==> src/rtl/store_buffer_pkg.sv <==
// Shared widths and constants for the MEM-stage store buffer.
package store_buffer_pkg;

  localparam int WORD_W      = 32;
  localparam int DMEM_ADDR_W = 16;
  localparam int SB_DEPTH    = 4;

  localparam logic [WORD_W-1:0] WORD_ZERO = '0;

endpackage

==> src/rtl/store_buffer_sb_match.sv <==
// Lookup of a load address against buffered stores; reports the youngest
// valid entry whose word address matches.
module sb_match
  import store_buffer_pkg::*;
#(
  parameter int DEPTH = SB_DEPTH,
  localparam int PW   = $clog2(DEPTH)
) (
  input  logic [DEPTH-1:0]                  valid_i,
  input  logic [DEPTH-1:0][DMEM_ADDR_W-1:0] addr_i,
  input  logic [PW-1:0]                     head_i,
  input  logic [DMEM_ADDR_W-1:0]            lookup_i,
  output logic                              hit_o,
  output logic [PW-1:0]                     idx_o
);

  logic [PW-1:0] idx;
  logic          unused_bits;

  assign unused_bits = ^{lookup_i[1:0], addr_i};

  // Walk from the slot just before head (the newest possible) back to head.
  always_comb begin
    hit_o = 1'b0;
    idx_o = head_i;
    idx   = head_i;
    for (int k = DEPTH - 1; k >= 0; k--) begin
      idx = head_i + PW'(k);
      if (!hit_o && valid_i[idx] &&
          addr_i[idx][DMEM_ADDR_W-1:2] == lookup_i[DMEM_ADDR_W-1:2]) begin
        hit_o = 1'b1;
        idx_o = idx;
      end
    end
  end

endmodule

==> src/rtl/store_buffer.sv <==
// Store FIFO between MEM stage and data memory: drains in program order on
// idle cycles, forwards loads that hit buffered stores, stalls only when full.
module store_buffer
  import store_buffer_pkg::*;
#(
  parameter int DEPTH = SB_DEPTH
) (
  input  logic              clk,
  input  logic              rst,
  input  logic [WORD_W-1:0] cpu_addr,
  input  logic [WORD_W-1:0] cpu_wdata,
  input  logic              cpu_read,
  input  logic              cpu_write,
  output logic [WORD_W-1:0] cpu_rdata,
  output logic              stall,
  output logic [WORD_W-1:0] mem_addr,
  output logic [WORD_W-1:0] mem_wdata,
  output logic              mem_read,
  output logic              mem_write,
  input  logic [WORD_W-1:0] mem_rdata,
  output logic              empty,
  output logic              full
);

  localparam int PW = $clog2(DEPTH);
  localparam int CW = PW + 1;

  logic [DEPTH-1:0][DMEM_ADDR_W-1:0] addr_q;
  logic [DEPTH-1:0][WORD_W-1:0]      data_q;
  logic [PW-1:0]                     head_q, head_d;
  logic [PW-1:0]                     tail_q, tail_d;
  logic [CW-1:0]                     count_q, count_d;

  logic [DEPTH-1:0] valid;
  logic             match_hit;
  logic [PW-1:0]    match_idx;
  logic             buf_empty, buf_full;
  logic             load_hit, load_miss, drain, enq, deq;
  logic             unused_addr;

  assign unused_addr = ^{cpu_addr[WORD_W-1:DMEM_ADDR_W]};

  always_comb begin
    valid = '0;
    for (int i = 0; i < DEPTH; i++) begin
      valid[i] = {1'b0, PW'(PW'(i) - head_q)} < count_q;
    end
  end

  sb_match #(.DEPTH(DEPTH)) u_match (
    .valid_i  (valid),
    .addr_i   (addr_q),
    .head_i   (head_q),
    .lookup_i (cpu_addr[DMEM_ADDR_W-1:0]),
    .hit_o    (match_hit),
    .idx_o    (match_idx)
  );

  assign buf_empty = (count_q == '0);
  assign buf_full  = (count_q == CW'(DEPTH));

  assign load_hit  = cpu_read & match_hit;
  assign load_miss = cpu_read & ~match_hit;
  // A full buffer always drains, so the one-cycle stall frees a slot.
  assign drain     = ~rst & ~buf_empty & (buf_full | (~cpu_read & ~cpu_write));
  assign enq       = ~rst & cpu_write & ~buf_full;
  assign deq       = drain;

  assign empty = rst | buf_empty;
  assign full  = ~rst & buf_full;
  assign stall = ~rst & buf_full & (cpu_write | load_miss);

  always_comb begin
    mem_write = 1'b0;
    mem_read  = 1'b0;
    mem_addr  = WORD_ZERO;
    mem_wdata = WORD_ZERO;
    if (drain) begin
      mem_write = 1'b1;
      mem_addr  = {{(WORD_W-DMEM_ADDR_W){1'b0}}, addr_q[head_q]};
      mem_wdata = data_q[head_q];
    end else if (!rst && load_miss && !buf_full) begin
      mem_read  = 1'b1;
      mem_addr  = cpu_addr;
    end
  end

  always_comb begin
    cpu_rdata = WORD_ZERO;
    if (!rst && cpu_read && !stall) begin
      cpu_rdata = load_hit ? data_q[match_idx] : mem_rdata;
    end
  end

  always_comb begin
    head_d  = head_q + PW'(deq);
    tail_d  = tail_q + PW'(enq);
    count_d = count_q + CW'(enq) - CW'(deq);
  end

  always_ff @(posedge clk) begin
    if (rst) begin
      head_q  <= '0;
      tail_q  <= '0;
      count_q <= '0;
    end else begin
      head_q  <= head_d;
      tail_q  <= tail_d;
      count_q <= count_d;
    end
  end

  // Entry storage needs no reset; validity comes from head/count.
  always_ff @(posedge clk) begin
    if (enq) begin
      addr_q[tail_q] <= cpu_addr[DMEM_ADDR_W-1:0];
      data_q[tail_q] <= cpu_wdata;
    end
  end

endmodule

==> config.mk <==
export PLATFORM = sky130hd
export DESIGN_NAME = store_buffer
export DESIGN_NICKNAME = d
export VERILOG_FILES = /design/src/rtl/store_buffer_pkg.sv /design/src/rtl/store_buffer_sb_match.sv /design/src/rtl/store_buffer.sv
export SDC_FILE = /design/constraint.sdc
export NUM_CORES = 1
export LEC_CHECK = 0
export CAP_MARGIN = 20
export CORE_UTILIZATION = 55
export CTS_BUF_LIST = sky130_fd_sc_hd__clkbuf_4 sky130_fd_sc_hd__clkbuf_8
export DETAILED_ROUTE_END_ITERATION = 8
export PLACE_DENSITY = 0.89
export SYNTH_ARGS = -nofsm -noshare
export SYNTH_HDL_FRONTEND = slang
export SYNTH_SLANG_ARGS = --single-unit
==> constraint.sdc <==
create_clock -name clk -period 5.96 [get_ports clk]
set_clock_uncertainty 0.05 [all_clocks]
set_input_delay 0.894 -clock clk [delete_from_list [all_inputs] [get_ports clk]]
set_output_delay 0.894 -clock clk [all_outputs]
set_load 0.01 [all_outputs]
### After elaboration in Yosys (flattened, before gate mapping)

Index checks and enable logic that the tools add are counted.

| operators by class | value |
|---|---|
| add/sub/neg operators | 11 |
| multiply operators | 0 |
| div/mod/pow operators | 0 |
| magnitude comparators | 11 |
| eq/ne operators | 5 |
| shift operators | 0 |
| muxes and demuxes | 42 |
| bitwise operators | 18 |
| reductions and logical operators | 19 |

Operators by type and width:

| operator | number |
|---|---|
| two-way mux 32 bit | 8 |
| binary-select mux 16 bit (select 2 bit) | 4 |
| binary-select mux 32 bit (select 2 bit) | 2 |
| bitwise mux 128 bit | 1 |
| two-way mux 16 bit | 5 |
| bitwise mux 64 bit | 1 |
| demux 32 bit (select 2 bit) | 1 |
| == test 14 bit | 4 |
| demux 16 bit (select 2 bit) | 1 |
| less-than comparator 2 x 3 -> 1 bit, second input constant | 6 |
| logical AND 1 bit | 12 |
| less-than comparator 2 x 3 -> 1 bit | 4 |
| two-way mux 1 bit | 11 |
| bitwise AND 1 bit | 9 |
| binary-select mux 1 bit (select 2 bit) | 4 |
| two-way mux 2 bit | 4 |
| zero test 1 bit | 6 |
| NOT 1 bit | 6 |
| adder 2 x 1 -> 2 bit | 2 |
| adder 2 bit, second input constant | 2 |
| subtractor 1 x 2 -> 2 bit, first input constant | 2 |
| subtractor 2 bit, first input constant | 2 |
| adder 3 x 1 -> 3 bit | 1 |
| == test 3 bit, second input constant | 1 |
| 5 further kinds | 7 |

| storage, ports and cells | value |
|---|---|
| flip-flop bits (word level) | 199 |
| latch bits | 0 |
| bits in writable memories | 0 |
| bits in read-only memories | 0 |
| input bits | 100 |
| output and inout port bits | 101 |
| word-level logic and storage cells | 117 |
| memories | 0 |

### Depth between registers and ports, before layout

| depth | value |
|---|---|
| word-level depth | 25 |
| mapped depth | 19 |
| mapped depth without buffers | 13 |

### Modules after synthesis

Synthesis repeated with hierarchy kept, for this count alone.

| second synthesis, totals | value |
|---|---|
| cells, all modules | 814 |
| area total of the unflattened synthesis | 11,513.5 sq um |

By module, submodules not included:

| module | instances | cells an instance | area each (sq um) | seq. area each (sq um) |
|---|---|---|---|---|
| store_buffer | 1 | 577 | 9,273.9 | 5,905.7 |
| sb_match | 1 | 237 | 2,239.6 | 0.0 |

### Worst setup path after synthesis

Ideal clock, no wire load.

| timing | value |
|---|---|
| kind | input-to-reg |
| start point | in rst |
| end point | reg addr_q[0] (netlist name), enable pin |
| library setup time | 513 ps |
| data arrival time | 4,575 ps |
| data required time | 5,397 ps |
| path slack | 822 ps |
| cell stages on the path | 3 |
| path buffers | 1 |
| cell sequence | clkbuf_1 -> nand3b_1 -> nor3_1 |

| between the ends | value |
|---|---|
| longest elaborated chain between the ends | 3 |

Ends and longest elaborated chain:

| element | RTL line | text |
|---|---|---|
| start: declaration | store_buffer.sv:9 | `input logic rst,` |
| NOT 1 bit | store_buffer.sv:66 | `assign enq = ~rst & cpu_write & ~buf_full;` |
| bitwise AND 1 bit (2 in series) | store_buffer.sv:66 |  |
| end signal: indexed assignment | store_buffer.sv:116 | `addr_q[tail_q] <= cpu_addr[DMEM_ADDR_W-1:0];` |
| end: declaration | store_buffer.sv:28 | `logic [DEPTH-1:0][DMEM_ADDR_W-1:0] addr_q;` |

Every way passes these cells.
A chain may end at the register's enable or synchronous reset.

### Worst setup path after layout

| timing | value |
|---|---|
| start point | reg head_q[1] |
| end point | out cpu_rdata[1] |

| between the ends | value |
|---|---|
| longest elaborated chain between the ends | 25 |
| elaborated cells between the ends (all ways) | 60 |
| classes of those cells | add/sub: 7; order compare: 4; eq/ne: 4; mux: 28; bitwise: 5; reduce/logical: 12 |

Ends and longest elaborated chain:

| element | RTL line | text |
|---|---|---|
| start: declaration | store_buffer.sv:30 | `logic [PW-1:0] head_q, head_d;` |
| start signal: assignment | store_buffer.sv:103 | `head_q <= '0;` |
| start signal: assignment | store_buffer.sv:107 | `head_q <= head_d;` |
| subtractor 1 x 2 -> 2 bit, or another cell as far along | store_buffer.sv:46 | `valid[i] = {1'b0, PW'(PW'(i) - head_q)} < count_q;` |
| less-than comparator 2 x 3 -> 1 bit or binary-select mux 16 bit (select 2 bit) (tied branches) | store_buffer.sv:46, store_buffer_sb_match.sv:30 |  |
| binary-select mux 1 bit (select 2 bit) or two-way mux 16 bit (tied branches) | store_buffer_sb_match.sv:29, store_buffer_sb_match.sv:30 |  |
| two-way mux 1 bit (implied by the code) or == test 14 bit (tied branches) | store_buffer_sb_match.sv:29, store_buffer_sb_match.sv:30 |  |
| logical AND 1 bit | store_buffer_sb_match.sv:29 | `if (!hit_o && valid_i[idx] &&` |
| two-way mux 1 bit | store_buffer_sb_match.sv:29 |  |
| zero test 1 bit | store_buffer_sb_match.sv:29 |  |
| logical AND 1 bit (2 in series) | store_buffer_sb_match.sv:29 |  |
| [... 8 more ...] | - |  |
| two-way mux 1 bit | store_buffer_sb_match.sv:29 |  |
| NOT 1 bit | store_buffer.sv:63 | `assign load_miss = cpu_read & ~match_hit;` |
| bitwise AND 1 bit | store_buffer.sv:63 |  |
| OR 1 bit | store_buffer.sv:71 | `assign stall = ~rst & buf_full & (cpu_write \| load_miss);` |
| bitwise AND 1 bit | store_buffer.sv:71 |  |
| zero test 1 bit | store_buffer.sv:90 | `if (!rst && cpu_read && !stall) begin` |
| logical AND 1 bit | store_buffer.sv:90 |  |
| two-way mux 32 bit * | store_buffer.sv:90 |  |
| end: declaration | store_buffer.sv:14 | `output logic [WORD_W-1:0] cpu_rdata,` |

Mark *: on every way between the ends. The rest lies on a longest branch, timed or not. The select of a mux whose other input is x is not followed.

==> impl_metrics.toml <==
[run_status]
outcome = "completed"

[synthesis]
synth_adder_area_share_pct = 1.05
synthCells = 761
synth_compound_area_share_pct = 7.58
synth_xor_xnor_area_share_pct = 5.69
synth_seq_cells = 199
synthMuxAreaShare_pct = 23.2
yosysSeqAreaShare_pct = 51.8
synth_area_leaders = "edfxtp_1, mux4_2, mux2i_1, xnor2_1, mux2_4"
yosysUniqueCellTypes = 65
synth-async-reset-ratio_pct = 0
synth_top_area_share_pct = 50.6
synth-main-ff-cell = "edfxtp_1"
synth_top_area_cell = "edfxtp_1"
synth_area_sq_um = 11400
yosysWarnings = 0
avgSynthCellArea_sq_um = 15.0
syn_nets = 870
yosys.area_share.simple_pct = 7.19
synth_top_family_by_area = "multiplexers"
synth_edf_count = 192

[worst_setup_path]
required_ps = 5020
cpMostUsedCell = "o21ai_1"
critPathKind = "reg2out"
critPathMaxStageDelay_ps = 630
crit_family = "buffers and inverters"
worst-path-buf-inv = 3
crit_path_start_kind = "flop"
cp_max_fo = 32
cp_data_arrival_time_ps = 4870
slowest_stage = "clkdlybuf4s50_1"
crit_chain = "buf_4 > mux4_2 > xor2_1 > nor4_1 > nand4_1 > or4_1 > o21ai_1 > nand2_1 > a211oi_4 > buf_12 > a22oi_1 > o21ai_1 > clkdlybuf4s50_1"
end_kind = "output pin"

[floorplanning]
start_util_pct = 56.1
die_w_um = 146
die_area_sq_um = 21300
die_h_um = 146
core_sq_um = 20300
ios = 201
rows = 52

[sta]
tightest_slew_ps = 1010
rsz0062_at_grt = "false"
period_share_pct = 97.5
timing.fmax_ghz = 0.172
fin_crit_ps = 5810
maxSlewViolCount = 0
hold_viol = 0
max_slew_margin_pct = 32.5
setup_tns_ps = 0
finalSetupViolCount = 0

[cts]
cts_buffers = 17
cts_root_buffer = "clkbuf_8"
cts_tree = "done"
cts_buffer_depth = 2
holdBufCountCts = 0
clkTransAtPathRegs_ps = 110
numClockSinks = 199
insertion_delay_ps = 470
h-tree-depth = 4

[detailed_routing]
via_per_inst = 6.11
wl_um = 28600
drt_iter0_drc = 577
vias = 7477
firstDrtPassIters = 5
postRouteAntennaNets = 0
drt-wirelength-per-cell_um = 23.4
drc_errors = 0

[place]
portBuffers = 200
dp_hpwl_um = 18800
routabilityCongestion = 0.837

[finish]
nets = 1050
antenna_cells = 0
fill_cells = 1367
drive_gt1_share_pct = 21.5
postLayoutCoreUtil_pct = 69.4
syn2layout_area_growth_pct = 23.7

[grt]
antenna_found_initial = 0
grt_max_degree = 44
grt_usage_pct = 27.5
grt-ovfl-total = 0
grt_pass1_wl_um = 44100
grt_pass1_vias = 7759

[hold_path]
hp-class = "reg2reg"

[pwr]
total_leakage_power_nw = 4.71
p_per_area_nw_per_um2 = 252
worst_ir_drop_vdd_mv = 0.168

[run]
cap_violations = 0
## logic make-up (layout without fill, tap and decap cells)
group / count (synthesis) / after routing
AOI/OAI and AO/OA: 100 / 100
xor gates and xnor gates: 71 / 71
adders and majority gates: 9 / 9
buffers and inverters: 70 / 263
DFF: 199 / 199
muxes: 171 / 171
and+or+nand+nor: 141 / 141
## flip-flops by register name, indices dropped and copies added, names as in the netlist
register,cells
addr_q,64
count_q,3
data_q,128
head_q,2
tail_q,2
## worst reg2reg max path: stages, from the launching register on
cell	delay [ps]
dfxtp_1	550
nor3_1	100
or2_2	290
or2_2	420
inv_1	120
buf_4	450
ha_1	350
inv_1	70
ha_1	160
inv_1	70
fa_1	390
xnor2_1	170
nor2_1	50
## cells in the mapped netlist, types with 8 or more instances
cell type  number
mux2i_1        69
ha_1            8
a22oi_2        25
o21ai_1        41
and2_1         50
buf_2          12
mux2_2         13
clkbuf_1       28
a22o_1         10
xor2_1         25
xnor2_1        44
buf_6           8
nand2_1        22
nor2_1         17
edfxtp_1      192
mux4_2         63
buf_4           8
mux2_4         25
## layer usage
metal  wire length [um]  GRT usage, %  vias to the layer above
li1                   -             -                     3323
met1              11100          35.9                     3768
met2              14900          47.1                      353
met3               2220          5.24                       33
met4                398          7.74                        0
met5                  0             0                        -
## power by group
| part | leakage, nW | internal [W] | switching [W] | total [W] |
|---|---|---|---|---|
| registers | 1.80 | 0.00160 | 0.0000528 | 0.00165 |
| logic | 2.69 | 0.000507 | 0.000480 | 0.000987 |
| clock network | 0.213 | 0.000367 | 0.000543 | 0.000910 |
| total | 4.71 | 0.00248 | 0.00108 | 0.00355 |
## layout make-up
class | count | area [sq um] | area share, %
repair buffers | 224 | 2270 | 16.1
clock inverters | 14 | 171 | 1.22
well taps | 270 | 338 | 2.40
multi-input cells | 492 | 5130 | 36.4
flip-flops and latches | 199 | 5910 | 42.0
inverters | 7 | 26.3 | 0.186
clock buffers | 18 | 241 | 1.71
## metrics by stage
stage	total power, W	hold WS, ps	setup WS, ps	cells	instance area (sq um)
6_report	0.00355	590	147	1224	14100
5_1_grt	0.00368	613	32.7	1224	14100
4_1_cts	0.00355	597	8.00	1222	14000
3_5_place_dp	0.00266	579	416	1190	13600
3_3_place_gp	0.00264	555	418	1190	13600
2_1_floorplan	0.00226	490	822	761	11400
## final timing paths
check	slack (ps)	from	to	cells past startpoint
worst min-delay path	590	tail_q[1]	tail_q[1]	2
worst max register to register	2610	count_q[2]	count_q[2]	12
worst max-delay path	150	head_q[1]	cpu_rdata[1]	13
worst min register to register	590	tail_q[1]	tail_q[1]	2
## repair_timing
action,CTS,global route
setup buffers,0,2
endpoints found under the setup margin,0,32
gates resized for setup,0,1
## placed cells by master (no fill, tap or decap), types with 5 or more instances in the layout
cell and instances:
a22oi_1 7, xor2_1 25, inv_8 5, nand4_1 5
inv_6 6, nor4_1 6, mux2_2 13, nor2b_1 5
nor3_1 5, o21ai_1 41, a22o_1 10, dfxtp_1 5
clkbuf_8 17, ha_1 8, mux2i_1 69, xnor2_1 44
clkdlybuf4s50_1 200, edfxtp_1 192, mux4_2 63, buf_12 5
nand2_1 22, nor2_1 15, inv_1 6, and2_1 50
a22oi_2 25, mux2_4 25, buf_4 17
(Power assumes the default switching activity.)
